--- src/rtl/regression_mac.sv ---
// Sequential multiply-accumulate for linear regression: y = c0 + cin + sum(coef[i]*feat[i]),
// one product per cycle, saturating at the accumulator width, with valid/ready handshakes.
module regression_mac #(
  parameter int N_FEAT = 3,
  parameter int DW     = 16,
  parameter int ACC_W  = 32
) (
  input  logic                 clk,
  input  logic                 rst_n,
  input  logic [ACC_W-1:0]     c0,
  input  logic [N_FEAT*DW-1:0] coef,
  input  logic [N_FEAT*DW-1:0] feat,
  input  logic                 cin,
  input  logic                 in_valid,
  output logic                 in_ready,
  output logic [ACC_W-1:0]     y,
  output logic                 out_valid,
  input  logic                 out_ready,
  output logic                 sat
);

  localparam int IDX_W = (N_FEAT > 1) ? $clog2(N_FEAT) : 1;
  localparam int SUM_W = ACC_W + 1;

  localparam logic [1:0] IDLE = 2'd0;
  localparam logic [1:0] MAC  = 2'd1;
  localparam logic [1:0] DONE = 2'd2;

  if (ACC_W < 2 * DW) begin : g_bad_acc_w
    $error("regression_mac: ACC_W must be at least 2*DW");
  end
  if ((N_FEAT < 1) || (N_FEAT > 16)) begin : g_bad_n_feat
    $error("regression_mac: N_FEAT must lie in 1..16");
  end

  logic [1:0]        state_r;
  logic [ACC_W-1:0]  acc_r;
  logic [IDX_W-1:0]  idx_r;
  logic              sat_int_r;
  logic [DW-1:0]     coef_q [N_FEAT];
  logic [DW-1:0]     feat_q [N_FEAT];
  logic [ACC_W-1:0]  y_r;
  logic              sat_r;
  logic              out_valid_r;

  logic [DW-1:0]     coef_sel_s;
  logic [DW-1:0]     feat_sel_s;
  logic [2*DW-1:0]   prod_s;
  logic [SUM_W-1:0]  mac_sum_s;
  logic [SUM_W-1:0]  init_sum_s;
  logic              last_s;

  // Any carry out of the ACC_W-bit sum pins the value at all-ones.
  function automatic logic [ACC_W-1:0] clamp(input logic [SUM_W-1:0] s);
    if (s[ACC_W]) begin
      clamp = {ACC_W{1'b1}};
    end else begin
      clamp = s[ACC_W-1:0];
    end
  endfunction

  // Operand select for the current MAC step, built as an AND-OR mux over all pairs.
  always_comb begin
    coef_sel_s = {DW{1'b0}};
    feat_sel_s = {DW{1'b0}};
    for (int i = 0; i < N_FEAT; i++) begin
      coef_sel_s = coef_sel_s | ({DW{idx_r == IDX_W'(i)}} & coef_q[i]);
      feat_sel_s = feat_sel_s | ({DW{idx_r == IDX_W'(i)}} & feat_q[i]);
    end
  end

  assign prod_s     = {{DW{1'b0}}, coef_sel_s} * {{DW{1'b0}}, feat_sel_s};
  assign mac_sum_s  = {1'b0, acc_r} + {{(SUM_W-2*DW){1'b0}}, prod_s};
  assign init_sum_s = {1'b0, c0} + {{ACC_W{1'b0}}, cin};
  assign last_s     = (idx_r == IDX_W'(N_FEAT - 1));

  // in_ready is gated by rst_n so it reads low for the whole reset assertion.
  assign in_ready  = rst_n && (state_r == IDLE);
  assign y         = y_r;
  assign sat       = sat_r;
  assign out_valid = out_valid_r;

  // Control FSM, accumulator and registered result.
  always_ff @(posedge clk or negedge rst_n) begin
    if (!rst_n) begin
      state_r     <= IDLE;
      acc_r       <= {ACC_W{1'b0}};
      idx_r       <= {IDX_W{1'b0}};
      sat_int_r   <= 1'b0;
      y_r         <= {ACC_W{1'b0}};
      sat_r       <= 1'b0;
      out_valid_r <= 1'b0;
      for (int i = 0; i < N_FEAT; i++) begin
        coef_q[i] <= {DW{1'b0}};
        feat_q[i] <= {DW{1'b0}};
      end
    end else begin
      case (state_r)
        IDLE: begin
          if (in_valid) begin
            for (int i = 0; i < N_FEAT; i++) begin
              coef_q[i] <= coef[i*DW +: DW];
              feat_q[i] <= feat[i*DW +: DW];
            end
            acc_r     <= clamp(init_sum_s);
            sat_int_r <= init_sum_s[ACC_W];
            idx_r     <= {IDX_W{1'b0}};
            state_r   <= MAC;
          end
        end
        MAC: begin
          acc_r     <= clamp(mac_sum_s);
          sat_int_r <= sat_int_r | mac_sum_s[ACC_W];
          idx_r     <= idx_r + IDX_W'(1);
          if (last_s) begin
            state_r     <= DONE;
            y_r         <= clamp(mac_sum_s);
            sat_r       <= sat_int_r | mac_sum_s[ACC_W];
            out_valid_r <= 1'b1;
          end
        end
        DONE: begin
          if (out_ready) begin
            state_r     <= IDLE;
            y_r         <= {ACC_W{1'b0}};
            sat_r       <= 1'b0;
            out_valid_r <= 1'b0;
          end
        end
        default: begin
          state_r     <= IDLE;
          y_r         <= {ACC_W{1'b0}};
          sat_r       <= 1'b0;
          out_valid_r <= 1'b0;
        end
      endcase
    end
  end

endmodule

--- config.mk ---
export PLATFORM = sky130hd
export DESIGN_NAME = regression_mac
export DESIGN_NICKNAME = d
export VERILOG_FILES = /design/src/rtl/regression_mac.sv
export SDC_FILE = /design/constraint.sdc
export NUM_CORES = 1
export LEC_CHECK = 0
export BUFFER_PORTS_ARGS = -buffer_cell sky130_fd_sc_hd__buf_2
export CORE_UTILIZATION = 65
export CTS_CLUSTER_DIAMETER = 100
export DETAILED_ROUTE_END_ITERATION = 10
export GPL_TIMING_DRIVEN = 0
export PLACE_DENSITY = 0.87
export SETUP_SLACK_MARGIN = 0.15
export SYNTH_ARGS = -nofsm -noshare
export SYNTH_HDL_FRONTEND = slang
export SYNTH_SLANG_ARGS = --single-unit
--- constraint.sdc ---
create_clock -name clk -period 18.95 [get_ports clk]
set_input_delay 1.895 -clock clk [delete_from_list [all_inputs] [get_ports clk]]
set_output_delay 1.895 -clock clk [all_outputs]
set_load 0.005 [all_outputs]
==> reports/summary.txt, run 1 <==
TritonCTS clock tree -> built
placed cells -> 2570
fillers -> 2034
post-route antenna net violation count -> 0
max cap viols -> 0
Post-synth top cells -> nand2_1, inv_1, fa_1
syn avg cell area -> 8.30 sq um
vias in the first global route -> 15300
layout cells sized above 1 -> 10.0%
Post-Synth Adder-Cell Area -> 34.4%
Mapped Cells -> 2064
Net count, final -> 2722
Ys Warns -> 0
CP Data Required Time -> 19.27 ns
Synth Area in XOR/XNOR -> 2.92%
Post-CTS Setup Repair Bufs -> 0
register area -> 4180 sq um
post-synthesis mux area share -> 0.117%
crit path capture type -> flop
die height -> 164 microns
first-pass GRT wire length -> 79000 microns
most numerous cell in the Yosys netlist -> nand2_1
cts hold-fix bufs -> 0
Slew Viols, Final -> 0
area of the multi-input gates -> 11300 sq um
clock sink total -> 167
post-synthesis sequential area ratio -> 24.4%
Iter 0 DRT Violations -> 1731
worst-path fanout max -> 10
Hold WC Path Type -> reg2reg
RePlAce Congestion -> 0.996
Synth area leader -> fa_1
Synth Register Bits -> 167
CP max stage delay -> 0.57 ns
CTS H-Tree Depth -> 4
Slew HR -> 31.1%
Starting Density -> 66.0%
slowest stage cell, crit path -> clkbuf_1
Final Hold Viols -> 0
post-DP HPWL -> 40700 microns
Cell Area, Synth -> 17100 sq um
final wirelength -> 50100 microns
Layout area overhead -> 11.2%
Total GRT Usage -> 38.8%
CP Launch Type -> flop
Synth Net Count -> 2532
Cell variety after synth -> 61
fmax -> 0.104 GHz
synth top area cells -> fa_1, dfrtp_1, nand2_1, ha_1, inv_1
unrepaired setup endpoints after global routing -> no
DRC viols -> 0
antenna violations before repair -> 0
post-synth top area share -> 26.4%
most frequent cell on the critical path -> fa_1
total gr overflow -> 0
critical path type -> reg2reg
die area -> 27000 sq um
clock transition at the registers of the reported paths -> 0.08 ns
cell row count -> 59
I/O pin count -> 168
worst-margin pin slew -> 1.03 ns
Worst EP arrival -> 9.90 ns
Final period util -> 50.6%
CTS buffer count -> 17
cts repair resizes -> 0
Via Count -> 15200
Root Driver -> clkbuf_16
worst skew pair latency -> 0.45 ns
largest net degree at the start of global routing -> 86
IO Port Bufs -> 167
Post-synth EDFFs -> 0
core region area -> 26000 sq um
main combinational cell family by area after synthesis -> adder cells
Simple-Gate Fraction of Synth Area -> 20.6%
final setup TNS -> 0 ns
fin crit period -> 9.59 ns
fraction of registers with async set/reset -> 100%
Chip Width -> 164 microns
status -> complete, no violations
antenna cells -> 0
Synth Area in Compound Gates -> 8.13%
most common flop cell mapped by yosys -> dfrtp_1
maximum clock path buffer count -> 2
worst clock skew -> 0.0213 ns
count of final setup violators -> 0
Final Non-Filler Cells -> 2602
Initial DRT Pass Iterations -> 7
wire per inst -> 19.3 microns
Vias/cell -> 5.85
-- cells in the final DEF (no fill, tap or decap), drive strengths merged, types with 14 or more instances in the layout --
cell,netlist,final
xnor2,36,36
clkbuf,75,92
nand2,577,577
fa,226,226
and2,33,33
buf,11,182
inv,345,354
dfrtp,167,167
nand3,20,20
xor2,19,19
nor2,169,169
ha,109,109
a22oi,30,30
o22ai,29,29
a21oi,45,45
and3,14,14
o21ai,51,51
-- worst max-delay path, delay by kind of cell (launching register included) --
family,cells,cell delay [ns]
compound gates,6,1.76
xor+xnor,1,0.16
fa+ha+maj,8,3.49
buf+inv,9,2.65
flops,1,0.45
simple gates,4,0.92
-- final timing paths --
path | startpoint | to | slack (ns) | depth (start not counted)
setup / recovery | idx_r[0] | acc_r[14] | 9.36 | 28
hold / removal | y[20] | y[20] | 0.48 | 2
setup reg to reg | idx_r[0] | acc_r[14] | 9.36 | 28
hold reg to reg | y[20] | y[20] | 0.48 | 2
max in group asynchronous | rst_n | feat_q[34] | 16.68 | 2
min in group asynchronous | rst_n | coef_q[4] | 1.41 | 1
-- flip-flops by register name, summed over array words and instances, names as in the netlist --
| register | cells |
|---|---|
| coef_q | 48 |
| out_valid | 1 |
| state_r | 2 |
| y | 32 |
| idx_r | 2 |
| acc_r | 32 |
| sat_int_r | 1 |
| sat | 1 |
| feat_q | 48 |
-- per-layer routing --
layer | part of all wire (%) | GRT usage [%] | up-vias
met2 | 48 | 62.0 | 833
met3 | 9.9 | 8.24 | 161
li1 | - | - | 6705
met1 | 38 | 51.7 | 7527
met5 | 0 | 0 | -
met4 | 4.0 | 16.3 | 0
-- stage by stage --
| step | setup WS [ns] | util, % | area [sq um] | hold slack, ns |
|---|---|---|---|---|
| global route | 9.16 | 73.4 | 19100 | 0.498 |
| CTS | 9.65 | 73.4 | 19100 | 0.478 |
| detailed placement | 9.72 | 71.0 | 18400 | 0.460 |
| global placement | 9.78 | 70.8 | 18400 | 0.454 |
| finish | 9.36 | 73.4 | 19100 | 0.477 |
| floorplan | 11.74 | - | 17100 | 0.445 |
-- final cells by class --
class | instances | share of cell area (%)
clock inverters | 15 | 1.00
repair buffers | 171 | 4.67
flip-flops and latches | 167 | 21.9
inverters | 345 | 6.79
clock buffers | 17 | 2.23
well taps | 335 | 2.20
plain buffers | 86 | 1.79
multi-input cells | 1466 | 59.4
-- cell families after synthesis --
| group | after synthesis |
|---|---|
| AO/OA/AOI/OAI | 213 |
| XOR/XNOR | 55 |
| adder cells (fa/ha/maj) | 335 |
| buffers and inverters | 431 |
| flip-flops | 167 |
| multiplexers | 2 |
| AND/OR/NAND/NOR | 861 |
Power of run 1 is not shown: default switching activity piles up to over one toggle a cycle in this logic, so the estimate is an artifact.
==> run 2, diff against run 1 <==
--- a/config.mk
+++ b/config.mk
@@ -6,11 +6,11 @@
 export NUM_CORES = 1
 export LEC_CHECK = 0
 export BUFFER_PORTS_ARGS = -buffer_cell sky130_fd_sc_hd__buf_2
-export CORE_UTILIZATION = 65
+export CORE_UTILIZATION = 56
 export CTS_CLUSTER_DIAMETER = 100
 export DETAILED_ROUTE_END_ITERATION = 10
 export GPL_TIMING_DRIVEN = 0
-export PLACE_DENSITY = 0.87
+export PLACE_DENSITY = 0.79
 export SETUP_SLACK_MARGIN = 0.15
 export SYNTH_ARGS = -nofsm -noshare
 export SYNTH_HDL_FRONTEND = slang
==> constraint.sdc (replaced) <==
create_clock -name clk -period 8.2 [get_ports clk]
set_input_delay 0.82 -clock clk [delete_from_list [all_inputs] [get_ports clk]]
set_output_delay 0.82 -clock clk [all_outputs]
set_load 0.005 [all_outputs]
==> reports/summary.txt, run 2 (synthesis results as in run 1) <==
die height -> 177 microns
clock transition at the registers of the reported paths -> 0.08 ns
maximum clock path buffer count -> 2
max cap viols -> 0
antenna violations before repair -> 1
IO Port Bufs -> 167
RePlAce Congestion -> 0.959
worst skew pair latency -> 0.46 ns
Chip Width -> 177 microns
count of final setup violators -> 0
vias in the first global route -> 15400
critical path type -> reg2reg
I/O pin count -> 168
worst clock skew -> 0.0143 ns
DRC viols -> 0
status -> complete, no violations
CP Data Required Time -> 8.55 ns
layout cells sized above 1 -> 12.6%
CP Launch Type -> flop
most frequent cell on the critical path -> fa_1
Slew HR -> 38.5%
post-route antenna net violation count -> 0
unrepaired setup endpoints after global routing -> no
antenna cells -> 0
Starting Density -> 57.4%
biggest regs -> coef_q x48, feat_q x48
Hold WC Path Type -> in2async
register area -> 4180 sq um
Layout area overhead -> 12.9%
first-pass GRT wire length -> 79200 microns
fillers -> 2533
Final period util -> 96.2%
clock sink total -> 167
final wirelength -> 50600 microns
area of the multi-input gates -> 11400 sq um
cell row count -> 63
CTS H-Tree Depth -> 4
worst-path fanout max -> 10
commonest non-fill, non-tap cell in the layout -> nand2_1
Worst EP arrival -> 8.24 ns
largest net degree at the start of global routing -> 93
Root Driver -> clkbuf_16
fmax -> 0.127 GHz
Final Hold Viols -> 0
worst-margin pin slew -> 0.922 ns
Iter 0 DRT Violations -> 1526
core region area -> 29900 sq um
Slew Viols, Final -> 0
commonest cells after routing, fill and taps aside -> nand2_1, inv_1, fa_1
CP max stage delay -> 0.54 ns
post-DP HPWL -> 40900 microns
Via Count -> 15200
final instance area -> 19400 sq um
Total GRT Usage -> 33.5%
Vias/cell -> 5.69
crit path capture type -> flop
Net count, final -> 2732
fin crit period -> 7.88 ns
Initial DRT Pass Iterations -> 6
total gr overflow -> 0
slowest stage cell, crit path -> fa_1
cts hold-fix bufs -> 0
die area -> 31300 sq um
CTS buffer count -> 17
TritonCTS clock tree -> built
DP Area -> 18500 sq um
wire per inst -> 19.0 microns
[run 2: final cells by class]
class                           instances  area share [%]
Buffer                                 86            2.20
Clock buffer                           17            2.20
Clock inverter                         15           0.905
Inverter                              345            6.69
Multi-Input combinational cell       1466            58.9
Sequential cell                       167            21.6
Tap cell                              390            2.52
Timing Repair Buffer                  181            4.98
[run 2: worst max-delay path, delay by kind of cell, from the launching register on]
kind                       cells  cell delay [ns]
and+or+nand+nor                6             1.14
AOI/OAI and AO/OA              5             1.17
adders and majority gates      8             3.69
xor gates and xnor gates       1             0.29
buffers and inverters          8             1.03
DFF                            1             0.44
[run 2: through the flow]
stage	util [%]	worst slack (ns)	TNS, ns	cells	hold WS (ns)
after global routing	64.8	0.0753	0	2667	0.379
after global placement	61.8	-0.976	-52.51	2621	0.455
after CTS	64.4	0.159	0	2664	0.357
final	64.8	0.316	0	2667	0.324
after floorplan	-	0.992	0	2064	0.445
after detailed placement	62.0	-1.08	-62.37	2625	0.460
[run 2: layer usage]
layer	track usage (%)	vias to the layer above	share of wire, %
li1	-	6719	-
met1	43.4	7517	38
met2	54.2	786	48
met3	7.47	150	9.4
met4	13.6	2	4.0
met5	0	-	0.026
[run 2: worst paths after layout]
check                           startpoint    endpoint  slack (ns)  cells after the start
worst max-delay path              idx_r[0]   acc_r[15]        0.32                     28
worst min-delay path                 rst_n  coef_q[36]        0.32                      1
worst max register to register    idx_r[0]   acc_r[15]        0.32                     28
worst min register to register        y[6]        y[6]        0.47                      2
max in group asynchronous            rst_n    idx_r[0]        6.95                      2
min in group clk                      y[6]        y[6]        0.47                      2
[run 2: what timing repair did]
action | CTS | global route
setup endpoints to repair | 66 | 66
pin swaps | 4 | 4
buffers inserted | 7 | 3
resized for setup | 31 | 67
Power of run 2 is left out for the same reason.
==> run 3, diff against run 2 <==
--- a/config.mk
+++ b/config.mk
@@ -6,11 +6,13 @@
 export NUM_CORES = 1
 export LEC_CHECK = 0
 export BUFFER_PORTS_ARGS = -buffer_cell sky130_fd_sc_hd__buf_2
-export CORE_UTILIZATION = 56
+export CELL_PAD_IN_SITES_DETAIL_PLACEMENT = 0
+export CELL_PAD_IN_SITES_GLOBAL_PLACEMENT = 1
+export CORE_UTILIZATION = 42
 export CTS_CLUSTER_DIAMETER = 100
 export DETAILED_ROUTE_END_ITERATION = 10
 export GPL_TIMING_DRIVEN = 0
-export PLACE_DENSITY = 0.79
+export PLACE_DENSITY_LB_ADDON = 0.1
 export SETUP_SLACK_MARGIN = 0.15
 export SYNTH_ARGS = -nofsm -noshare
 export SYNTH_HDL_FRONTEND = slang
==> reports/summary.txt, run 3 (synthesis results as in run 1) <==
worst skew pair latency -> 0.47 ns
Chip Width -> 204 microns
worst clock skew -> 0.00990 ns
fillers -> 4113
worst-margin pin slew -> 0.910 ns
post-route antenna net violation count -> 0
Hold WC Path Type -> in2async
worst reg2reg setup slack -> 0.39 ns
Placement Setup Slack -> -1.19 ns
final instance area -> 19500 sq um
largest net degree at the start of global routing -> 111
vias in the first global route -> 14300
max cap viols -> 0
die area -> 41600 sq um
I/O pin count -> 168
setup slack after layout -> 0.395 ns
TritonCTS clock tree -> built
maximum clock path buffer count -> 2
biggest regs -> coef_q x48, feat_q x48
Final period util -> 95.2%
worst-path fanout max -> 10
fmax -> 0.128 GHz
Worst EP arrival -> 8.14 ns
Via Count -> 14300
critical path type -> reg2reg
layout cells sized above 1 -> 12.4%
CP Launch Type -> flop
die height -> 204 microns
IO Port Bufs -> 167
CTS buffer count -> 17
crit path capture type -> flop
commonest cells after routing, fill and taps aside -> nand2_1, inv_1, fa_1
Slew HR -> 39.3%
DRC viols -> 0
status -> complete, no violations
Net count, final -> 2729
Iter 0 DRT Violations -> 865
final wirelength -> 52800 microns
post-DP HPWL -> 44400 microns
Starting Density -> 42.8%
Slew Viols, Final -> 0
clock sink total -> 167
Root Driver -> clkbuf_16
Vias/cell -> 5.12
RePlAce Congestion -> 0.895
commonest non-fill, non-tap cell in the layout -> nand2_1
placed cells -> 2760
DP Area -> 18700 sq um
CP Data Required Time -> 8.54 ns
total gr overflow -> 0
core region area -> 40000 sq um
Layout area overhead -> 13.8%
Total GRT Usage -> 26.3%
wire per inst -> 18.9 microns
fin crit period -> 7.81 ns
Initial DRT Pass Iterations -> 5
clock transition at the registers of the reported paths -> 0.07 ns
final setup TNS -> 0 ns
antenna violations before repair -> 1
count of final setup violators -> 0
first-pass GRT wire length -> 80800 microns
Final Hold Viols -> 0
Final Non-Filler Cells -> 2799
CTS H-Tree Depth -> 4
unrepaired setup endpoints after global routing -> no
cell row count -> 73
run 3: cell type report:
| type | count | area (sq um) | share of cell area (%) |
|---|---|---|---|
| Inverter | 345 | 1290 | 6.64 |
| Clock inverter | 12 | 145 | 0.744 |
| Tap cell | 525 | 657 | 3.37 |
| Multi-Input combinational cell | 1466 | 11400 | 58.5 |
| Antenna cell | 1 | 2.50 | 0.0128 |
| Buffer | 85 | 423 | 2.17 |
| Sequential cell | 167 | 4180 | 21.4 |
| Clock buffer | 19 | 443 | 2.27 |
| Timing Repair Buffer | 179 | 951 | 4.88 |
run 3: per-layer routing:
metal	share of wire (%)	routed length, microns	global-route usage (%)
met1	45	23700	36.1
met3	6.2	3280	6.31
met5	0.017	9	0
met4	2.7	1430	9.04
met2	46	24400	40.6
run 3: path summary, 6_finish.rpt:
check,depth (start not counted),endpoint,startpoint
worst max-delay path,26,y[27],idx_r[0]
worst min-delay path,1,y[31],rst_n
worst max register to register,26,y[27],idx_r[0]
worst min register to register,2,y[20],y[20]
max in group asynchronous,2,coef_q[8],rst_n
min in group clk,2,y[20],y[20]
run 3: what timing repair did:
item,in CTS,in global routing
pin swaps,3,4
gates resized for setup,30,66
hold buffers,0,0
setup endpoints to repair,66,64
gates cloned,0,0
setup buffers,5,3
run 3: critical path: stages, from the launching register on:
cell,delay (ns)
dfrtp_2,0.41
inv_1,0.08
ha_1,0.19
clkbuf_4,0.23
buf_6,0.19
a22oi_1,0.52
and2_1,0.23
clkbuf_1,0.37
nor2_1,0.12
fa_1,0.54
fa_1,0.44
ha_1,0.23
fa_1,0.46
fa_1,0.54
inv_1,0.05
fa_1,0.47
inv_1,0.05
ha_1,0.34
a21o_1,0.20
a211o_1,0.29
o21a_1,0.24
o21ai_1,0.24
or3b_4,0.45
a211oi_2,0.26
xor2_1,0.28
nor2b_1,0.18
o21ai_1,0.06
run 3: metrics by stage:
stage	hold WS (ns)	util, %
after floorplan	0.445	-
after global placement	0.456	46.6
after detailed placement	0.461	46.7
after CTS	0.276	48.4
after global routing	0.300	48.7
final	0.275	48.7
Power of run 3 is left out for the same reason.
